[src/rtl/dual_port_ram_arbiter.sv]
// Round-robin arbiter sharing both ports of a dual-port RAM among four clients.
// Up to two non-conflicting accesses are granted per cycle; read data returns one cycle later.
module dual_port_ram_arbiter #(
    parameter int data_width = 8,
    parameter int addr_width = 6
) (
    input  logic                      clk_i,
    input  logic                      rst_i,
    input  logic [3:0]                req_i,
    input  logic [3:0]                we_i,
    input  logic [4*addr_width-1:0]   addr_i,
    input  logic [4*data_width-1:0]   wdata_i,
    output logic [3:0]                gnt_o,
    output logic [3:0]                rvalid_o,
    output logic [4*data_width-1:0]   rdata_o,
    output logic                      ram_a_o,
    output logic                      ram_b_o,
    output logic [addr_width-1:0]     ram_addr_a_o,
    output logic [addr_width-1:0]     ram_addr_b_o,
    output logic [data_width-1:0]     ram_data_a_o,
    output logic [data_width-1:0]     ram_data_b_o,
    input  logic [data_width-1:0]     ram_out_a_i,
    input  logic [data_width-1:0]     ram_out_b_i
);

    logic [1:0]            ptr_q, ptr_d;
    logic                  inf_a_q, inf_a_d;
    logic                  inf_b_q, inf_b_d;
    logic [1:0]            own_a_q, own_a_d;
    logic [1:0]            own_b_q, own_b_d;

    logic                  sel_a, sel_b;
    logic [1:0]            idx_a, idx_b;
    logic [1:0]            cand;

    logic [addr_width-1:0] addr_arr  [4];
    logic [data_width-1:0] wdata_arr [4];

    always_comb begin
        for (int i = 0; i < 4; i++) begin
            addr_arr[i]  = addr_i[i*addr_width +: addr_width];
            wdata_arr[i] = wdata_i[i*data_width +: data_width];
        end
    end

    // Port B takes the next requester after the port-A owner whose access does not
    // collide with it; two reads of one address are allowed to share the cycle.
    always_comb begin
        sel_a = 1'b0;
        sel_b = 1'b0;
        idx_a = 2'd0;
        idx_b = 2'd0;
        cand  = 2'd0;
        for (int k = 0; k < 4; k++) begin
            cand = ptr_q + 2'(k);
            if (!rst_i && req_i[cand]) begin
                if (!sel_a) begin
                    sel_a = 1'b1;
                    idx_a = cand;
                end else if (!sel_b &&
                             !((addr_arr[cand] == addr_arr[idx_a]) &&
                               (we_i[cand] || we_i[idx_a]))) begin
                    sel_b = 1'b1;
                    idx_b = cand;
                end
            end
        end
    end

    always_comb begin
        gnt_o = 4'b0000;
        if (sel_a) gnt_o[idx_a] = 1'b1;
        if (sel_b) gnt_o[idx_b] = 1'b1;

        ram_a_o      = sel_a && we_i[idx_a];
        ram_addr_a_o = sel_a ? addr_arr[idx_a]  : '0;
        ram_data_a_o = sel_a ? wdata_arr[idx_a] : '0;
        ram_b_o      = sel_b && we_i[idx_b];
        ram_addr_b_o = sel_b ? addr_arr[idx_b]  : '0;
        ram_data_b_o = sel_b ? wdata_arr[idx_b] : '0;
    end

    always_comb begin
        ptr_d = ptr_q;
        if (sel_b)      ptr_d = idx_b + 2'd1;
        else if (sel_a) ptr_d = idx_a + 2'd1;

        inf_a_d = sel_a && !we_i[idx_a];
        own_a_d = idx_a;
        inf_b_d = sel_b && !we_i[idx_b];
        own_b_d = idx_b;
    end

    always_ff @(posedge clk_i) begin
        if (rst_i) begin
            ptr_q   <= 2'd0;
            inf_a_q <= 1'b0;
            inf_b_q <= 1'b0;
            own_a_q <= 2'd0;
            own_b_q <= 2'd0;
        end else begin
            ptr_q   <= ptr_d;
            inf_a_q <= inf_a_d;
            inf_b_q <= inf_b_d;
            own_a_q <= own_a_d;
            own_b_q <= own_b_d;
        end
    end

    // Returns are driven from the in-flight records alone, so a read granted just
    // before a reset edge still completes in the reset cycle.
    always_comb begin
        rvalid_o = 4'b0000;
        rdata_o  = '0;
        if (inf_a_q) begin
            rvalid_o[own_a_q] = 1'b1;
            rdata_o[own_a_q*data_width +: data_width] = ram_out_a_i;
        end
        if (inf_b_q) begin
            rvalid_o[own_b_q] = 1'b1;
            rdata_o[own_b_q*data_width +: data_width] = ram_out_b_i;
        end
    end

endmodule

[config.mk]
export PLATFORM = sky130hd
export DESIGN_NAME = dual_port_ram_arbiter
export DESIGN_NICKNAME = d
export VERILOG_FILES = /design/src/rtl/dual_port_ram_arbiter.sv
export SDC_FILE = /design/constraint.sdc
export NUM_CORES = 1
export LEC_CHECK = 0
export BUFFER_PORTS_ARGS = -buffer_cell sky130_fd_sc_hd__buf_2
export CAP_MARGIN = 15
export CORE_AREA = 3 3 108 110
export DETAILED_ROUTE_END_ITERATION = 10
export DIE_AREA = 0 0 111 113
export GPL_TIMING_DRIVEN = 0
export HOLD_SLACK_MARGIN = 0.15
export MAX_ROUTING_LAYER = met4
export PLACE_DENSITY = 0.78
export RECOVER_POWER = 100
export SLEW_MARGIN = 20
export SYNTH_ARGS = -nofsm -noshare
export SYNTH_HDL_FRONTEND = slang
export SYNTH_SLANG_ARGS = --single-unit
[constraint.sdc]
create_clock -name clk_i -period 5.8 [get_ports clk_i]
set_input_delay 0.58 -clock clk_i [delete_from_list [all_inputs] [get_ports clk_i]]
set_output_delay 0.58 -clock clk_i [all_outputs]
set_load 0.005 [all_outputs]
After elaboration in Yosys (flattened, before gate mapping). Index checks and enable logic that the tools add are counted.

Add/subtract/negate cells: 7. Order comparisons: 23. Eq/ne operators: 3. Shift-type cells: 4. Multiplexer cells: 104. Bitwise logic cells: 11. Reductions and logical operators: 28.

Operator list (number): 2-to-1 mux 6 bit (18); binary-select mux 6 bit (select 2 bit) (8); negator 5 -> 34 bit (2); variable shift 8 x 34 -> 32 bit (first input constant) (2); indexed part select 8 x 34 -> 32 bit (2); 2-to-1 mux 32 bit (2); 2-to-1 mux 8 bit (6); 2-to-1 mux 2 bit (18); < comparator 2 x 3 -> 1 bit (second input constant) (11); bitwise AND 32 bit (1); binary-select mux 8 bit (select 2 bit) (2); bitwise mux 32 bit (1); 2-to-1 mux 1 bit (29); binary-select mux 1 bit (select 2 bit) (12); greater-or-equal comparator 3 bit (second input constant) (8); NOT 2 -> 3 bit (8); == test 6 bit (3); logical AND 1 bit (17); 2-to-1 mux 4 bit (4); demux 1 bit (select 2 bit) (4); greater-or-equal comparator 2 x 1 -> 1 bit (second input constant) (4); bitwise OR 4 bit (2); logical NOT 1 bit (7); adder 2 x 1 -> 2 bit (second input constant) (3); 3 further kinds (6).

Flip-flop bits (word level): 8. Input bits: 82. Output and inout port bits: 70. Logic and storage cells: 185.

Logic depth before layout (Yosys ltp). Gate-level depths: netlist of the first run.

Word-level depth: 29. Depth in mapped cells: 22. Mapped depth without buffers: 16.

Worst setup path before layout of the first run. No wires, ideal clock.

Kind: reg-to-output. Start point: register ptr_q[1]. End point: output port ram_data_b_o[5]. Arrival: 4512 ps. Setup slack: 708 ps. Cell stages (with the launch flop): 18. Cell sequence: dfxtp_1 > buf_6 > buf_4 > buf_2 > a211oi_1 > a211oi_1 > ha_1 > clkbuf_1 > mux4_2 > xnor2_1 > or4_1 > o211ai_1 > nand2b_1 > buf_4 > o22ai_2 > buf_2 > a21oi_1 > a211oi_1.

Word-level cells in the longest chain between the ends: 28.

RTL lines: start: declaration (line 26) `logic [1:0] ptr_q, ptr_d;`; start signal: assignment (line 102) `ptr_q <= ptr_d;`; binary-select mux 1 bit (select 2 bit) (line 56) `if (!rst_i && req_i[cand]) begin`; 2-to-1 mux 1 bit (not written as such) (line 56); logical AND 1 bit (line 56); 2-to-1 mux 2 bit (line 56); NOT 2 -> 3 bit (not written as such) (line 61) `!((addr_arr[cand] == addr_arr[idx_a]) &&`; binary-select mux 6 bit (select 2 bit) (line 61); 2-to-1 mux 6 bit (not written as such) (2 in series) (line 61); == test 6 bit (line 61); [10 not listed]; logical AND 1 bit (line 60) `end else if (!sel_b &&`; 2-to-1 mux 2 bit (line 60); 2-to-1 mux 2 bit (line 57) `if (!sel_a) begin`; 2-to-1 mux 2 bit (line 56); NOT 2 -> 3 bit (not written as such) (line 80) `ram_data_b_o = sel_b ? wdata_arr[idx_b] : '0;`; binary-select mux 8 bit (select 2 bit) (line 80); 2-to-1 mux 8 bit (not written as such) (2 in series) (line 80); 2-to-1 mux 8 bit * (line 80); end: declaration (line 21) `output logic [data_width-1:0] ram_data_b_o,`.

Every way passes the cells marked *; elsewhere a longest branch is shown, timed or not. The select of a mux whose other input is x is not followed.

Worst setup path after layout of the first run.
Start point: register ptr_q[0]. End point: output port ram_addr_b_o[0].

Word-level cells in the longest chain between the ends: 28.

RTL lines: binary-select mux 1 bit (select 2 bit) (line 56); 2-to-1 mux 1 bit (not written as such) (line 56); logical AND 1 bit (line 56); 2-to-1 mux 2 bit (line 56); NOT 2 -> 3 bit (not written as such) (line 61); binary-select mux 6 bit (select 2 bit) (line 61); 2-to-1 mux 6 bit (not written as such) (2 in series) (line 61); == test 6 bit (line 61); [10 not listed]; logical AND 1 bit (line 60); 2-to-1 mux 2 bit (line 60); 2-to-1 mux 2 bit (line 57); 2-to-1 mux 2 bit (line 56); NOT 2 -> 3 bit (not written as such) (line 79) `ram_addr_b_o = sel_b ? addr_arr[idx_b] : '0;`; binary-select mux 6 bit (select 2 bit) (line 79); 2-to-1 mux 6 bit (not written as such) (2 in series) (line 79); 2-to-1 mux 6 bit * (line 79); end: declaration (line 19) `output logic [addr_width-1:0] ram_addr_b_o,`.

Marked as above.

==> qor.tcl, run 1 <==
set qor(clock_path_buffers) 2
set qor(synth_top_area_share) 0.110
set qor(sequentialPowerShare) 0.037
set qor(ys.flop_type) {dfxtp_1}
set qor(clock_insertion_delay_worst_skew_ps) 230
set qor(maximum_operating_frequency_ghz) 0.179
set qor(max-slew-margin-rel) 0.242
set qor(grt_usage) 0.295
set qor(tritoncts) {done}
set qor(worst-endpoint-arrival_ps) 5010
set qor(final.setup_skew_ps) 3.55
set qor(dr.first_iter.drc_count) 801
set qor(crit_path_max_incr_delay_ps) 550
set qor(hold_class) {input pin to flip-flop}
set qor(routed_wire_length_on_met3_um) 1950
set qor(synthesis.instances) 674
set qor(die_w_um) 111
set qor(intPower_uw) 1340
set qor(routed-wl-met2_um) 8810
set qor(design.die.area_sq_mm) 0.0125
set qor(synth.area.top_cells) {mux2i_1, mux4_2, a211oi_1}
set qor(crit_chain) {buf_4 -> buf_6 -> buf_4 -> a211oi_1 -> a211oi_2 -> ha_4 -> clkbuf_4 -> mux4_2 -> xnor2_1 -> or4_1 -> o211ai_1 -> buf_4 -> nand2b_1 -> buf_4 -> o22ai_4 -> buf_4 -> a21oi_1 -> a211oi_1 -> buf_2}
set qor(timing.critical_path.from_type) {flip-flop}
set qor(yosys.cell_types.count) 82
set qor(top_layer) {met4}
set qor(antenna_cells_inserted) 0
set qor(detail_route.wirelength.met1_um) 7620
set qor(rsz0062_at_grt) {false}
set qor(most_frequent_cell_on_critical_path) {buf_4}
set qor(dp.final_hpwl_um) 14600
set qor(grt_first_pass_wirelength_um) 30700
set qor(swShare) 0.567
set qor(crit_path_max_fanout) 10
set qor(seq_area_frac_synth) 0.0314
set qor(cts_root_buf) {clkbuf_8}
set qor(hold_viol) 0
set qor(cellPowerDensity_mw_per_mm2) 506
set qor(setup_total_negative_slack_ps) 0
set qor(ir_worst_vdd_uv) 244
set qor(cts.clk_slew.worst_paths_ps) 40
set qor(residual_antenna_violating_net_count_after_detailed_routing) 0
set qor(fp.dieH_um) 113
set qor(power.net_switching_uw) 1760
set qor(synth_edf_count) 0
set qor(drv.max_cap_violation_count) 0
set qor(cts_made_buffers) 3
set qor(setup_viol_count_final) 0
set qor(timing_worst_setup_path_type) {flip-flop to output pin}
set qor(ys.warnings.count) 0
set qor(floorplan.core_area_sq_mm) 0.0108
set qor(antenna_found_initial) 0
set qor(post-synth-top-count-cell) {mux2i_1}
set qor(detailroute.via_count) 6516
set qor(areaGrowthSynthToFinish_pct) 20.0
set qor(post_synth.cell_area_avg_sq_um) 7.57
set qor(post_synth_instance_area_sq_mm) 0.00510
set qor(clkPwrFrac) 0.021
set qor(detail_route.drc_violations) 0
set qor(post-synth-top-area-cell) {mux2i_1}
set qor(finalWorstPathRequiredPeriod_ps) 5590
set qor(ys_ff_latch) 8
set qor(cts.sinks) 8
set qor(io_buffers) 136
set qor(placed_cells_incl_taps) 950
set qor(async_reset_ff_frac) 0
set qor(vias_per_cell) 6.81
set qor(tightest_slew_ps) 1130
set qor(h_tree_levels) 1
set qor(post_route_cells_drive_above_1_share) 0.279
set qor(globalplace.congestion) 1.01
set qor(wirelength_um) 19000
set qor(combPwrFrac) 0.942
set qor(fin_total_pwr_uw) 3100
set qor(floorplan.initialDensity) 0.473
set qor(cp_slowest_cell) {or4_1}
set qor(synth_nets) 770
set qor(post_cts_hold_buffer_count) 0
set qor(synth_common_cells) {mux2i_1, nand2_1, a21oi_1}
set qor(grt_pass1_vias) 6044
set qor(stdcell_count) 957
set qor(drt_pre_antenna_iters) 7
set qor(grt_max_degree) 11
set qor(io-pin-count) 152
set qor(routed_wire_length_per_instance_um) 19.9
set qor(gr-total-overflow) 0
set qor(fp-row-count) 38
set qor(total_leakage_power_uw) 0.00244
set qor(cp_data_required_time_ps) 5220
set qor(status) {completed}
set qor(max_transition_viols_final) 0
set qor(design.final.nets) 915
set qor(setup.worst_path.end_class) {output pin}
set qor(finalCritPeriodShare) 0.964
-- metrics by stage --
| stage | hold WS (ps) | util | instance area (sq um) | setup slack [ps] |
|---|---|---|---|---|
| CTS | 847 | 0.560 | 6040 | 13.2 |
| global placement | 983 | 0.552 | 5960 | -457 |
| detailed placement | 997 | 0.553 | 5970 | -466 |
| global route | 944 | 0.567 | 6120 | 13.8 |
| floorplan | 864 | - | 5100 | 708 |
| finish | 863 | 0.567 | 6120 | 211 |
-- flip-flops by register name (all words and copies together) (netlist names) --
name / flops
own_a_q: 2
own_b_q: 2
ptr_q: 2
inf_a_q: 1
inf_b_q: 1
-- repair_timing --
item / 4_1_cts / 5_1_grt
pin swaps: 3 / 8
endpoints found under the setup margin: 19 / 19
resized for setup: 8 / 23
setup buffers: 1 / 4
cloned: 0 / 0
-- worst max-delay path: cells and delay by family, from the launching register on --
family / cells / cell delay (ps)
buffers and inverters: 8 / 1610
AOI/OAI and AO/OA: 6 / 1260
and+or+nand+nor: 2 / 640
muxes: 1 / 540
DFF: 1 / 360
adders and majority gates: 1 / 200
xor gates and xnor gates: 1 / 180
-- power by group through the flow --
stage	sequential (uW)	clock (uW)	combinational [uW]
floorplan	103	0	2020
global placement	111	0	2730
detailed placement	112	0	2760
CTS	112	67.0	2800
global route	118	69.7	3160
finish	114	65.4	2920
-- placed cells by master (no fill, tap or decap), types with 14 or more instances in the layout --
master	instances
mux2i_1	56
a21oi_1	48
nor3_1	26
mux4_2	22
inv_1	26
nor2_1	28
nand2_1	55
buf_2	127
o21ai_0	31
a22o_1	36
nor2b_1	21
clkbuf_1	55
a211oi_1	44
o31ai_1	14
o221ai_1	18
-- worst paths after layout --
| kind | start | endpoint | slack (ps) | cells after the start |
|---|---|---|---|---|
| max | ptr_q[0] | ram_addr_b_o[0] | 210 | 19 |
| min | we_i[1] | inf_a_q | 860 | 4 |
| max reg2reg | ptr_q[0] | ptr_q[1] | 1080 | 19 |
| min reg2reg | ptr_q[1] | ptr_q[1] | 1030 | 4 |
-- metal layers --
metal  global-route usage  vias up
met5                    -        -
met4                0.109        0
met3               0.0321       69
met2                0.475      455
met1                0.386     3058
li1                     -     2934
-- final cells by class --
type                       instances  area, sq um
tap                              140          175
clock buffer                       3         41.3
multi-input combinational        571         4580
inverter                          26         97.6
fill                            1051         4670
timing repair buffer             141          692
sequential                         8          161
buffer                            68          375
-- kinds of logic after synthesis --
family | Yosys count | share of synthesized area
AO/OA/AOI/OAI | 266 | 0.391
AND/OR/NAND/NOR | 185 | 0.193
buffers and inverters | 95 | 0.0890
multiplexers | 88 | 0.230
XOR/XNOR | 18 | 0.0309
adder cells (fa/ha/maj) | 14 | 0.0343
flip-flops | 8 | 0.0314
(Power assumes the default switching activity.)
==> run 2: changes to the inputs <==
- PLACE_DENSITY: 0.78 -> not set
- PLACE_DENSITY_LB_ADDON: not set -> 0.05
- REMOVE_ABC_BUFFERS: not set -> 1
==> qor.tcl, run 2 (synthesis results as in run 1) <==
set qor(status) {completed} ;# unchanged
set qor(dp.final_hpwl_um) 13500 ;# was 14600 um
set qor(areaGrowthSynthToFinish_pct) 20.2 ;# was 20.0%
set qor(residual_antenna_violating_net_count_after_detailed_routing) 0 ;# unchanged
set qor(die_w_um) 111 ;# unchanged
set qor(setup_viol_count_final) 0 ;# unchanged
set qor(grt_first_pass_wirelength_um) 30500 ;# was 30700 um
set qor(design.final.nets) 885 ;# was 915
set qor(rsz0062_at_grt) {false} ;# unchanged
set qor(clock_path_buffers) 2 ;# unchanged
set qor(finalCritPeriodShare) 0.946 ;# was 0.964
set qor(grt_max_degree) 48 ;# was 11
set qor(grt_usage) 0.296 ;# was 0.295
set qor(startpoint) {req_i[2]} ;# was ptr_q[0]
set qor(reg.largest.list) {own_a_q (2), own_b_q (2), ptr_q (2)} ;# unchanged
set qor(io_buffers) 151 ;# was 136
set qor(final.setup.worst_slack_ps) 315 ;# was 211 ps
set qor(crit_path_max_incr_delay_ps) 500 ;# was 550 ps
set qor(setup_total_negative_slack_ps) 0 ;# unchanged
set qor(placed_cells_incl_taps) 903 ;# was 950
set qor(worst_r2r_startpoint) {ptr_q[1]} ;# was ptr_q[0]
set qor(tightest_slew_ps) 1440 ;# was 1130 ps
set qor(drt_pre_antenna_iters) 5 ;# was 7
set qor(post_route_cells_drive_above_1_share) 0.274 ;# was 0.279
set qor(fp.dieH_um) 113 ;# unchanged
set qor(clock_insertion_delay_worst_skew_ps) 230 ;# about the same
set qor(h_tree_levels) 1 ;# unchanged
set qor(grt_pass1_vias) 5663 ;# was 6044
set qor(cellPowerDensity_mw_per_mm2) 516 ;# was 506 mW/mm^2
set qor(max_transition_viols_final) 0 ;# unchanged
set qor(ff2ff_path_depth) 15 ;# was 19
set qor(max-slew-margin-rel) 0.0288 ;# was 0.242
set qor(fp-row-count) 38 ;# unchanged
set qor(wirelength_um) 19200 ;# was 19000 um
set qor(timing.critical_path.from_type) {input pin} ;# was flip-flop
set qor(hold_class) {input pin to flip-flop} ;# unchanged
set qor(cp_data_required_time_ps) 5220 ;# about the same
set qor(worst_r2r_setup_slack_ps) 1220 ;# was 1080 ps
set qor(crit_path_max_fanout) 18 ;# was 10
set qor(globalplace.congestion) 0.954 ;# was 1.01
set qor(ir_worst_vdd_uv) 285 ;# was 244 uV
set qor(setup.worst_path.end_class) {output pin} ;# unchanged
set qor(cts_made_buffers) 3 ;# unchanged
set qor(timing.rr.end) {ptr_q[1]} ;# unchanged
set qor(layout.cells.most_common) {buf_2} ;# unchanged
set qor(crit_chain) {clkbuf_2 -> nor2b_1 -> a21oi_2 -> a211oi_2 -> ha_4 -> a222oi_1 -> buf_4 -> a21o_2 -> nor2_4 -> mux2_2 -> a221oi_2 -> nand3_2 -> o31a_4 -> a21oi_2 -> o22ai_4 -> clkbuf_1 -> a211oi_1 -> clkbuf_1} ;# was buf_4 -> buf_6 -> buf_4 -> a211oi_1 -> a211oi_2 -> ha_4 -> clkbuf_4 -> mux4_2 -> xnor2_1 -> or4_1 -> o211ai_1 -> buf_4 -> nand2b_1 -> buf_4 -> o22ai_4 -> buf_4 -> a21oi_1 -> a211oi_1 -> buf_2
set qor(maximum_operating_frequency_ghz) 0.182 ;# was 0.179 GHz
set qor(cts.clk_slew.worst_paths_ps) 40 ;# about the same
set qor(post_cts_hold_buffer_count) 0 ;# unchanged
set qor(cts.sinks) 8 ;# unchanged
set qor(vias_per_cell) 6.62 ;# was 6.81
set qor(hold_viol) 0 ;# unchanged
set qor(antenna_found_initial) 0 ;# unchanged
set qor(gr-total-overflow) 0 ;# unchanged
set qor(most-common-layout-cells) {buf_2, mux2i_1, nand2_1} ;# was buf_2, mux2i_1, clkbuf_1, nand2_1, a21oi_1
set qor(cp_slowest_cell) {o31a_4} ;# was or4_1
set qor(cts_root_buf) {clkbuf_8} ;# unchanged
set qor(detail_route.drc_violations) 0 ;# unchanged
set qor(final.setup_skew_ps) 3.42 ;# was 3.55 ps
set qor(finalWorstPathRequiredPeriod_ps) 5490 ;# was 5590 ps
set qor(tritoncts) {done} ;# unchanged
set qor(floorplan.initialDensity) 0.473 ;# unchanged
set qor(stdcell_count) 928 ;# was 957
set qor(count_of_cell_instances_traversed_by_the_critical_path) 18 ;# was 19
set qor(holdWs_ps) 741 ;# was 863 ps
set qor(total_leakage_power_uw) 0.00239 ;# was 0.00244 uW
set qor(floorplan.core_area_sq_mm) 0.0108 ;# unchanged
set qor(utilization) 0.568 ;# was 0.567
set qor(antenna_cells_inserted) 0 ;# unchanged
set qor(design.die.area_sq_mm) 0.0125 ;# unchanged
set qor(worst-endpoint-arrival_ps) 4910 ;# was 5010 ps
set qor(drv.max_cap_violation_count) 0 ;# unchanged
set qor(worstPathBufferInverterCount) 4 ;# was 8
set qor(dr.first_iter.drc_count) 483 ;# was 801
set qor(io-pin-count) 152 ;# unchanged
set qor(cp_top_family) {compound AO/OA/AOI/OAI gates} ;# was buffers and inverters
set qor(place_ws_ps) -1790 ;# was -466 ps
set qor(routed_wire_length_per_instance_um) 20.7 ;# was 19.9 um
set qor(detailroute.via_count) 6139 ;# was 6516
set qor(cp-endpoint) {ram_data_b_o[4]} ;# was ram_addr_b_o[0]
set qor(timing_worst_setup_path_type) {input pin to output pin} ;# was flip-flop to output pin
-- run 2: cell types whose count changed in the layout (fill, tap and decap cells not counted), sizes merged --
cell	delta
buf	-20
clkbuf	-10
o22ai	+1
-- run 2: final cells by class --
cell class	instances	area, sq um
clock buffers	4	45.0
fillers	1057	4660
inverters	26	97.6
multi-input cells	572	4620
flip-flops and latches	8	168
well taps	140	175
repair buffers	178	1030
-- run 2: worst min-delay path by stage --
| stage | start | endpoint | slack (ps) | depth (start not counted) |
|---|---|---|---|---|
| 2_1_floorplan | rst_i | ptr_q[0] | 650 | 1 |
| 3_3_place_gp | rst_i | own_a_q[0] | 960 | 2 |
| 5_1_grt | rst_i | own_a_q[0] | 740 | 2 |
| 3_5_place_dp | rst_i | ptr_q[0] | 960 | 2 |
| 4_1_cts | rst_i | ptr_q[0] | 720 | 2 |
| 6_report | rst_i | ptr_q[0] | 740 | 2 |
-- run 2: per-stage QoR --
stage          total power (uW)  cell area (sq um)
6_report                   3160               6130
2_1_floorplan              1990               4740
3_3_place_gp               2730               5680
5_1_grt                    3420               6130
3_5_place_dp               2840               5850
4_1_cts                    3130               6120
-- run 2: layer usage --
metal	track usage	part of all wire	wire length, um	vias to the layer above
met1	0.400	0.43	8210	2940
met4	0.0460	0.013	246	0
met2	0.484	0.48	9290	296
met5	-	0	0	-
met3	0.0401	0.075	1450	24
li1	-	-	-	2879
-- run 2: power breakdown --
part           internal [uW]  switching (uW)  total (uW)
Combinational           1280            1640        2920
Sequential              85.5            89.2         175
Clock                   47.8            24.1        71.9
Total                   1410            1750        3160
-- run 2: timing repair --
action                                  CTS  global route
setup buffers                            14             6
pin swaps                                 5             3
cloned                                    1             0
resized for setup                        14             2
endpoints found under the setup margin   24            19
